===== config.mk =====
export PLATFORM = sky130hd
export DESIGN_NAME = secjmp_fetch_q
export DESIGN_NICKNAME = d
export VERILOG_FILES = /design/src/rtl/secjmp_pkg.sv /design/src/rtl/secjmp_fetch_mem.sv /design/src/rtl/secjmp_fetch_q.sv
export SDC_FILE = /design/constraint.sdc
export NUM_CORES = 1
export LEC_CHECK = 0
export CAP_MARGIN = 25
export CORE_MARGIN = 5
export CORE_UTILIZATION = 49
export DETAILED_ROUTE_END_ITERATION = 7
export MAX_ROUTING_LAYER = met4
export PLACE_DENSITY = 0.79
export SYNTH_ARGS = -nofsm -noshare
export SYNTH_HDL_FRONTEND = slang
export SYNTH_SLANG_ARGS = --single-unit

===== constraint.sdc =====
create_clock -name clk -period 2.8 [get_ports clk]
set_clock_uncertainty 0.1 [all_clocks]
set_input_delay 0.28 -clock clk [delete_from_list [all_inputs] [get_ports clk]]
set_output_delay 0.28 -clock clk [all_outputs]
set_load 0.005 [all_outputs]

===== src/rtl/secjmp_pkg.sv =====
// Shared secjmp definitions: fetch word layout and the jump opcodes that the
// downstream secjmp filter squashes.
package secjmp_pkg;

  localparam int WORD_W = 64;
  localparam int INSN_W = 32;

  localparam logic [5:0]        OP_J   = 6'h02;
  localparam logic [5:0]        OP_JAL = 6'h03;
  localparam logic [INSN_W-1:0] NOP    = 32'h00000000;

  // Fetch word as carried through the queue: PC in the upper half.
  typedef struct packed {
    logic [WORD_W-INSN_W-1:0] pc;
    logic [INSN_W-1:0]        insn;
  } fetch_word_t;

  function automatic logic [5:0] insn_opcode(input logic [INSN_W-1:0] insn);
    return insn[INSN_W-1 -: 6];
  endfunction

  function automatic logic is_direct_jump(input logic [INSN_W-1:0] insn);
    return (insn_opcode(insn) == OP_J) || (insn_opcode(insn) == OP_JAL);
  endfunction

endpackage


===== src/rtl/secjmp_fetch_mem.sv =====
// Fetch queue storage: DEPTH x W words, one synchronous write port and one
// asynchronous read port. Contents are deliberately not reset.
module secjmp_fetch_mem
  import secjmp_pkg::*;
#(
  parameter int DEPTH = 4,
  parameter int W     = WORD_W,
  parameter int AW    = $clog2(DEPTH)
) (
  input  logic          clk,
  input  logic          wr_en,
  input  logic [AW-1:0] wr_addr,
  input  logic [W-1:0]  wr_data,
  input  logic [AW-1:0] rd_addr,
  output logic [W-1:0]  rd_data
);

  logic [W-1:0] mem_q [DEPTH];

  always_ff @(posedge clk) begin
    if (wr_en) begin
      mem_q[wr_addr] <= wr_data;
    end
  end

  assign rd_data = mem_q[rd_addr];

endmodule


===== src/rtl/secjmp_fetch_q.sv =====
// Instruction fetch queue ahead of the secjmp filter; words pass unmodified.
// Optional 0-cycle empty-queue bypass enabled by defining SECJMP_FETCH_BYPASS_EN.
module secjmp_fetch_q
  import secjmp_pkg::*;
#(
  parameter int DEPTH = 4
) (
  input  logic                     clk,
  input  logic                     rst,
  input  logic                     in_valid,
  output logic                     in_ready,
  input  logic [WORD_W-1:0]        in_data,
  output logic                     out_valid,
  input  logic                     out_ready,
  output logic [WORD_W-1:0]        out_data,
  input  logic                     flush,
  output logic [$clog2(DEPTH):0]   count
);

  localparam int AW = $clog2(DEPTH);
  localparam int CW = AW + 1;

  logic [AW-1:0]     wr_ptr_q, wr_ptr_d;
  logic [AW-1:0]     rd_ptr_q, rd_ptr_d;
  logic [CW-1:0]     count_q, count_d;
  logic [WORD_W-1:0] mem_rd_data;
  logic              full, empty;
  logic              push, pop, store, bypass_take;

  assign full  = (count_q == CW'(DEPTH));
  assign empty = (count_q == '0);
  assign count = count_q;

  always_comb begin
    // in_ready depends only on state, flush and rst, never on out_ready.
    in_ready    = !full && !flush && !rst;
    out_valid   = !empty && !flush;
    out_data    = mem_rd_data;
    bypass_take = 1'b0;
`ifdef SECJMP_FETCH_BYPASS_EN
    if (empty && !flush && !rst) begin
      out_valid = in_valid;
      out_data  = in_data;
    end
`endif
    push = in_valid && in_ready;
    pop  = out_valid && out_ready;
`ifdef SECJMP_FETCH_BYPASS_EN
    // A word consumed straight from the input never enters storage.
    bypass_take = empty && push && pop;
`endif
    store = push && !bypass_take;

    wr_ptr_d = wr_ptr_q;
    rd_ptr_d = rd_ptr_q;
    count_d  = count_q;
    if (flush) begin
      wr_ptr_d = '0;
      rd_ptr_d = '0;
      count_d  = '0;
    end else if (!bypass_take) begin
      if (store) wr_ptr_d = wr_ptr_q + AW'(1);
      if (pop)   rd_ptr_d = rd_ptr_q + AW'(1);
      count_d = count_q + CW'(push) - CW'(pop);
    end
  end

  always_ff @(posedge clk or posedge rst) begin
    if (rst) begin
      wr_ptr_q <= '0;
      rd_ptr_q <= '0;
      count_q  <= '0;
    end else begin
      wr_ptr_q <= wr_ptr_d;
      rd_ptr_q <= rd_ptr_d;
      count_q  <= count_d;
    end
  end

  secjmp_fetch_mem #(
    .DEPTH (DEPTH),
    .W     (WORD_W),
    .AW    (AW)
  ) u_mem (
    .clk     (clk),
    .wr_en   (store),
    .wr_addr (wr_ptr_q),
    .wr_data (in_data),
    .rd_addr (rd_ptr_q),
    .rd_data (mem_rd_data)
  );

endmodule


== Word-level counts from Yosys, hierarchy flattened ==
Memories as Yosys holds them, arrays and structs flattened.
Cells that the tools add are included.

* Bits of input ports: 69
* Logic and storage cells: 28
* Memories kept: 1
* Memory bits (writable): 256
* Bits in registers: 7

* Multiplexer cells: 7
* Add/sub/neg operators: 4
* Reductions and logical operators: 12
* Equal/unequal tests: 1

{| class="wikitable"
|+ Memories
! name !! depth !! width !! read ports !! clocked after memory_dff !! wr ports !! line !! text
|-
| u_mem.mem_q || 4 || 64 || 1 || 0 || 1 || secjmp_fetch_mem.sv:18 || <nowiki>logic [W-1:0] mem_q [DEPTH];</nowiki>
|}

{| class="wikitable"
|+ Operators with widths
! kind !! number
|-
| 2-bit two-way mux || 4
|-
| 1-bit logical AND || 5
|-
| 2-bit by 1-bit adder with 2-bit output (second input constant) || 2
|-
| 1-bit logical NOT || 4
|-
| 2-bit nonzero test || 2
|-
| 3-bit by 1-bit adder with 3-bit output || 1
|-
| 3-bit equality test (second input constant) || 1
|-
| 3-bit logical NOT || 1
|-
| 3-bit two-way mux || 1
|-
| 3-bit by 1-bit subtractor with 3-bit output || 1
|-
| 1-bit two-way mux || 2
|}

== Logic depth before layout (Yosys ltp) ==
* Depth in word-level cells: 8
* Depth in mapped cells: 11
* Depth with buffers taken out: 10

== By module ==
Synthesis repeated with hierarchy kept, for this count alone.

* Cells, all modules: 377
* Area, all modules: 9734.3 µm²

{| class="wikitable"
|+ Modules (own cells, without submodules)
! module !! cells an instance !! times used !! area an instance (µm²)
|-
| secjmp_fetch_mem || 338 || 1 || 9341.5
|-
| secjmp_fetch_q || 39 || 1 || 392.9
|}

== Least setup slack after synthesis ==
OpenSTA, ideal clock, no wires.

* Kind: input to register
* Start: input flush
* End: memory u_mem.mem_q[0][0] (netlist name), enable pin
* Path buffers: 0
* Stages: 2
* Required time: 2.271 ns
* Path slack: -0.068 ns
* Arrival time: 2.339 ns
* Library setup time: 0.429 ns
* Cell sequence: nor3b_1 -> and3_1

* Cells in the longest elaborated chain, start to end: 6

{| class="wikitable"
|+ RTL lines
! what !! line !! text
|-
| start, declared || secjmp_fetch_q.sv:16 || <nowiki>input logic flush,</nowiki>
|-
| 1-bit logical NOT || secjmp_fetch_q.sv:36 || <nowiki>in_ready = !full && !flush && !rst;</nowiki>
|-
| 1-bit logical AND (2 in a row) || secjmp_fetch_q.sv:36 ||
|-
| 1-bit logical AND || secjmp_fetch_q.sv:46 || <nowiki>push = in_valid && in_ready;</nowiki>
|-
| 1-bit two-way mux || secjmp_fetch_mem.sv:21 || <nowiki>if (wr_en) begin</nowiki>
|-
| 1-bit two-way mux (implied by the code) || secjmp_fetch_mem.sv:22 || <nowiki>mem_q[wr_addr] <= wr_data;</nowiki>
|-
| end, declared || secjmp_fetch_mem.sv:18 ||
|}

Every way passes these cells.

== Final worst setup path ==
* Start: register rd_ptr_q[0]
* End: output out_data[18]

* Cells in the longest elaborated chain, start to end: 1

{| class="wikitable"
|+ RTL lines
! what !! line !! text
|-
| start, declared || secjmp_fetch_q.sv:24 || <nowiki>logic [AW-1:0] rd_ptr_q, rd_ptr_d;</nowiki>
|-
| start signal, assigned || secjmp_fetch_q.sv:75 || <nowiki>rd_ptr_q <= rd_ptr_d;</nowiki>
|-
| memory read 4 x 64 bit || - ||
|-
| end, declared || secjmp_fetch_q.sv:15 || <nowiki>output logic [WORD_W-1:0] out_data,</nowiki>
|}

Every way passes these cells.

==> results_dict.tcl <==
set metrics [dict create \
    status "finished clean" \
    post-route-min-period_ns 2.72 \
    setup_slack_ns 0.0765 \
    worst_slew_pin_slew_ns 0.456 \
    p_leak_nw 3.95 \
    netlist_top_cells_area "edfxtp_1 79%, mux4_2 15%, dfrtp_1 1.8%" \
    vias 4463 \
    yosys_warnings 0 \
    synth-async-reset-ratio_pct 2.66 \
    hold_depth 1 \
    dp_slack_ns 0.0943 \
    synth_most_common_cell "edfxtp_1" \
    drc 0 \
    r2r_slack_ns 0.11 \
    yosysTopAreaCell "edfxtp_1" \
    cts_root_buf "clkbuf_16" \
    rr_worst_depth 10 \
    power.density_nw_per_um2 788 \
    rr_startpoint "count[1]$_DFF_PP0_" \
    worstReg2RegEnd "count[2]$_DFF_PP0_" \
    clkSinkCount 263 \
    synth.distinct_cells 26 \
    synth_fp_nets 459 \
    die_area_um2 22700 \
    fillerInstances 1258 \
    grt_pass1_vias 5013 \
    hold_end "u_mem.mem_q[2][28]$_DFFE_PP_" \
    grt_use_total_pct 16.7 \
    initialDrtViolationCount 220 \
    drive_above_1_share_pct 21.8 \
    dr.pass1.iters 4 \
    synth_top_cell_area_share_pct 79.3 \
    cts.clk_slew.worst_paths_ns 0.06 \
    cts_buffer_depth 3 \
    core_um2 19500 \
    routedWlPerCell_um 21.6 \
    yosysSeqAreaShare_pct 81.1 \
    min_period_over_period_pct 97.3 \
    avgSynthCellArea_um2 25.3 \
    die_w_um 151 \
    cp-start-kind "flip-flop" \
    crit_chain "buf_16 -> mux4_2 -> clkdlybuf4s50_1" \
    crit_type "flip-flop to primary output" \
    whs_ns 0.295 \
    grt_max_degree 37 \
    die_y_um 151 \
    fin_setup_tns_ns 0 \
    grt_pass1_wl_mm 28.1 \
    yosys_register_bits 263 \
    cp.buffers_inverters 2 \
    overflow 0 \
    cts-buffers-inserted 28 \
    crit_family "buffers and inverters" \
    finalMaxSlewViolations 0 \
    row_count 51 \
    ios 138 \
    critPathRequiredTime_ns 2.42 \
    num-nets-final 625 \
    worstPathMaxFanout 36 \
    arrival_ns 2.34 \
    peakVddDrop_v 0.000494 \
    slew-limit-headroom_pct 69.6 \
    synthesis.area_um2 9690 \
    clk_latency_ns 0.51 \
    vias_per_cell 5.35 \
    wl_mm 18.0 \
    worst_path_largest_cell_delay_ns 0.60 \
    numPortBuffers 137 \
    fmax_mhz 367 \
    cp_slowest_cell "mux4_2" \
    synthesis.instances 383 \
    h-tree-depth 1 \
    synth_edf_count 256 \
    synth_common_cells "256 x edfxtp_1, 64 x mux4_2, 8 x buf_2, 7 x dfrtp_1" \
    cp-end-kind "primary output" \
    hold_viol 0 \
    finalSetupViolCount 0 \
    max-cap-violations 0 \
    synth-main-ff-cell "edfxtp_1" \
    start_util_pct 49.8 \
    gp_congestion 0.755 \
    hpwl_mm 11.0 \
    min_path_type "primary input to flip-flop" \
    min_from "in_data[28]" \
    antenna_found_initial 1 \
    antenna_left 0 \
    cts_tree "built" \
    area_delta_synth_final_pct 27.9 \
]
-- final cells by class --
class	instances	area (um^2)	share of cell area, %
flip-flops and latches	263	7870	63.5
multi-input cells	98	1740	14.0
repair buffers	152	1590	12.8
diodes	1	2.50	0.0202
clock inverters	13	92.6	0.747
inverters	6	22.5	0.182
well taps	265	332	2.67
clock buffers	36	752	6.07
-- flip-flops by register name, summed over array words and instances (netlist names) --
signal / count
rd_ptr_q: 2
wr_ptr_q: 2
count: 3
u_mem.mem_q: 256
-- logic make-up after synthesis --
logic type	Yosys count	synth area share, %
compound gates	4	0.349
xor+xnor	4	0.362
fa+ha+maj	7	0.981
buf+inv	22	1.19
flops	263	81.1
mux	64	14.9
simple gates	19	1.11
-- worst max-delay path by stage --
stage / start / endpoint / slack [ns] / cells past startpoint
final: rd_ptr_q[0]$_DFFE_PP0P_ / out_data[18] / 0.08 / 3
after global routing: rd_ptr_q[0]$_DFFE_PP0P_ / out_data[18] / -0.01 / 3
after CTS: rd_ptr_q[0]$_DFFE_PP0P_ / out_data[63] / 0.04 / 3
after detailed placement: in_valid / count[2]$_DFF_PP0_ / 0.09 / 11
after global placement: in_valid / count[2]$_DFF_PP0_ / 0.31 / 11
after floorplan: count[1]$_DFF_PP0_ / count[2]$_DFF_PP0_ / 0.44 / 11
-- metrics by stage --
stage	instances	power, mW	area, um^2	util, %
6_report	834	9.77	12400	63.7
5_1_grt	834	10.2	12400	63.7
4_1_cts	833	9.90	12400	63.6
3_5_place_dp	783	6.55	11500	59.2
3_3_place_gp	783	6.49	11500	59.2
2_1_floorplan	383	5.57	9700	-
-- cells in the final DEF, fill, tap and decap left out, types with 5 or more instances in the layout --
cell,count
mux4_2,64
dfrtp_1,5
nor2_1,6
inv_1,6
buf_4,7
clkdlybuf4s50_1,134
buf_12,6
clkbuf_16,29
clkinv_1,5
clkbuf_1,7
ha_1,6
edfxtp_1,256
-- routing by layer --
| layer | track usage (%) | up-vias | share of wire (%) |
|---|---|---|---|
| met2 | 27.1 | 134 | 52 |
| met3 | 3.34 | 27 | 5.7 |
| met1 | 22.4 | 2336 | 41 |
| met5 | - | - | 0 |
| met4 | 3.67 | 0 | 1.3 |
| li1 | - | 1966 | - |
-- where the power goes --
group          leakage (nW)  internal (mW)  switching [mW]
combinational          1.14           1.19           0.724
sequential             2.40           4.44          0.0815
clock                 0.408           1.97            1.36
total                  3.95           7.61            2.16
-- what timing repair did --
action,in CTS,in global routing
gates resized for setup,0,5
buffers inserted,0,0
endpoints found under the setup margin,0,10
hold buffers,1,0
endpoints found under the hold margin,7,0
(Power assumes the default switching activity.)
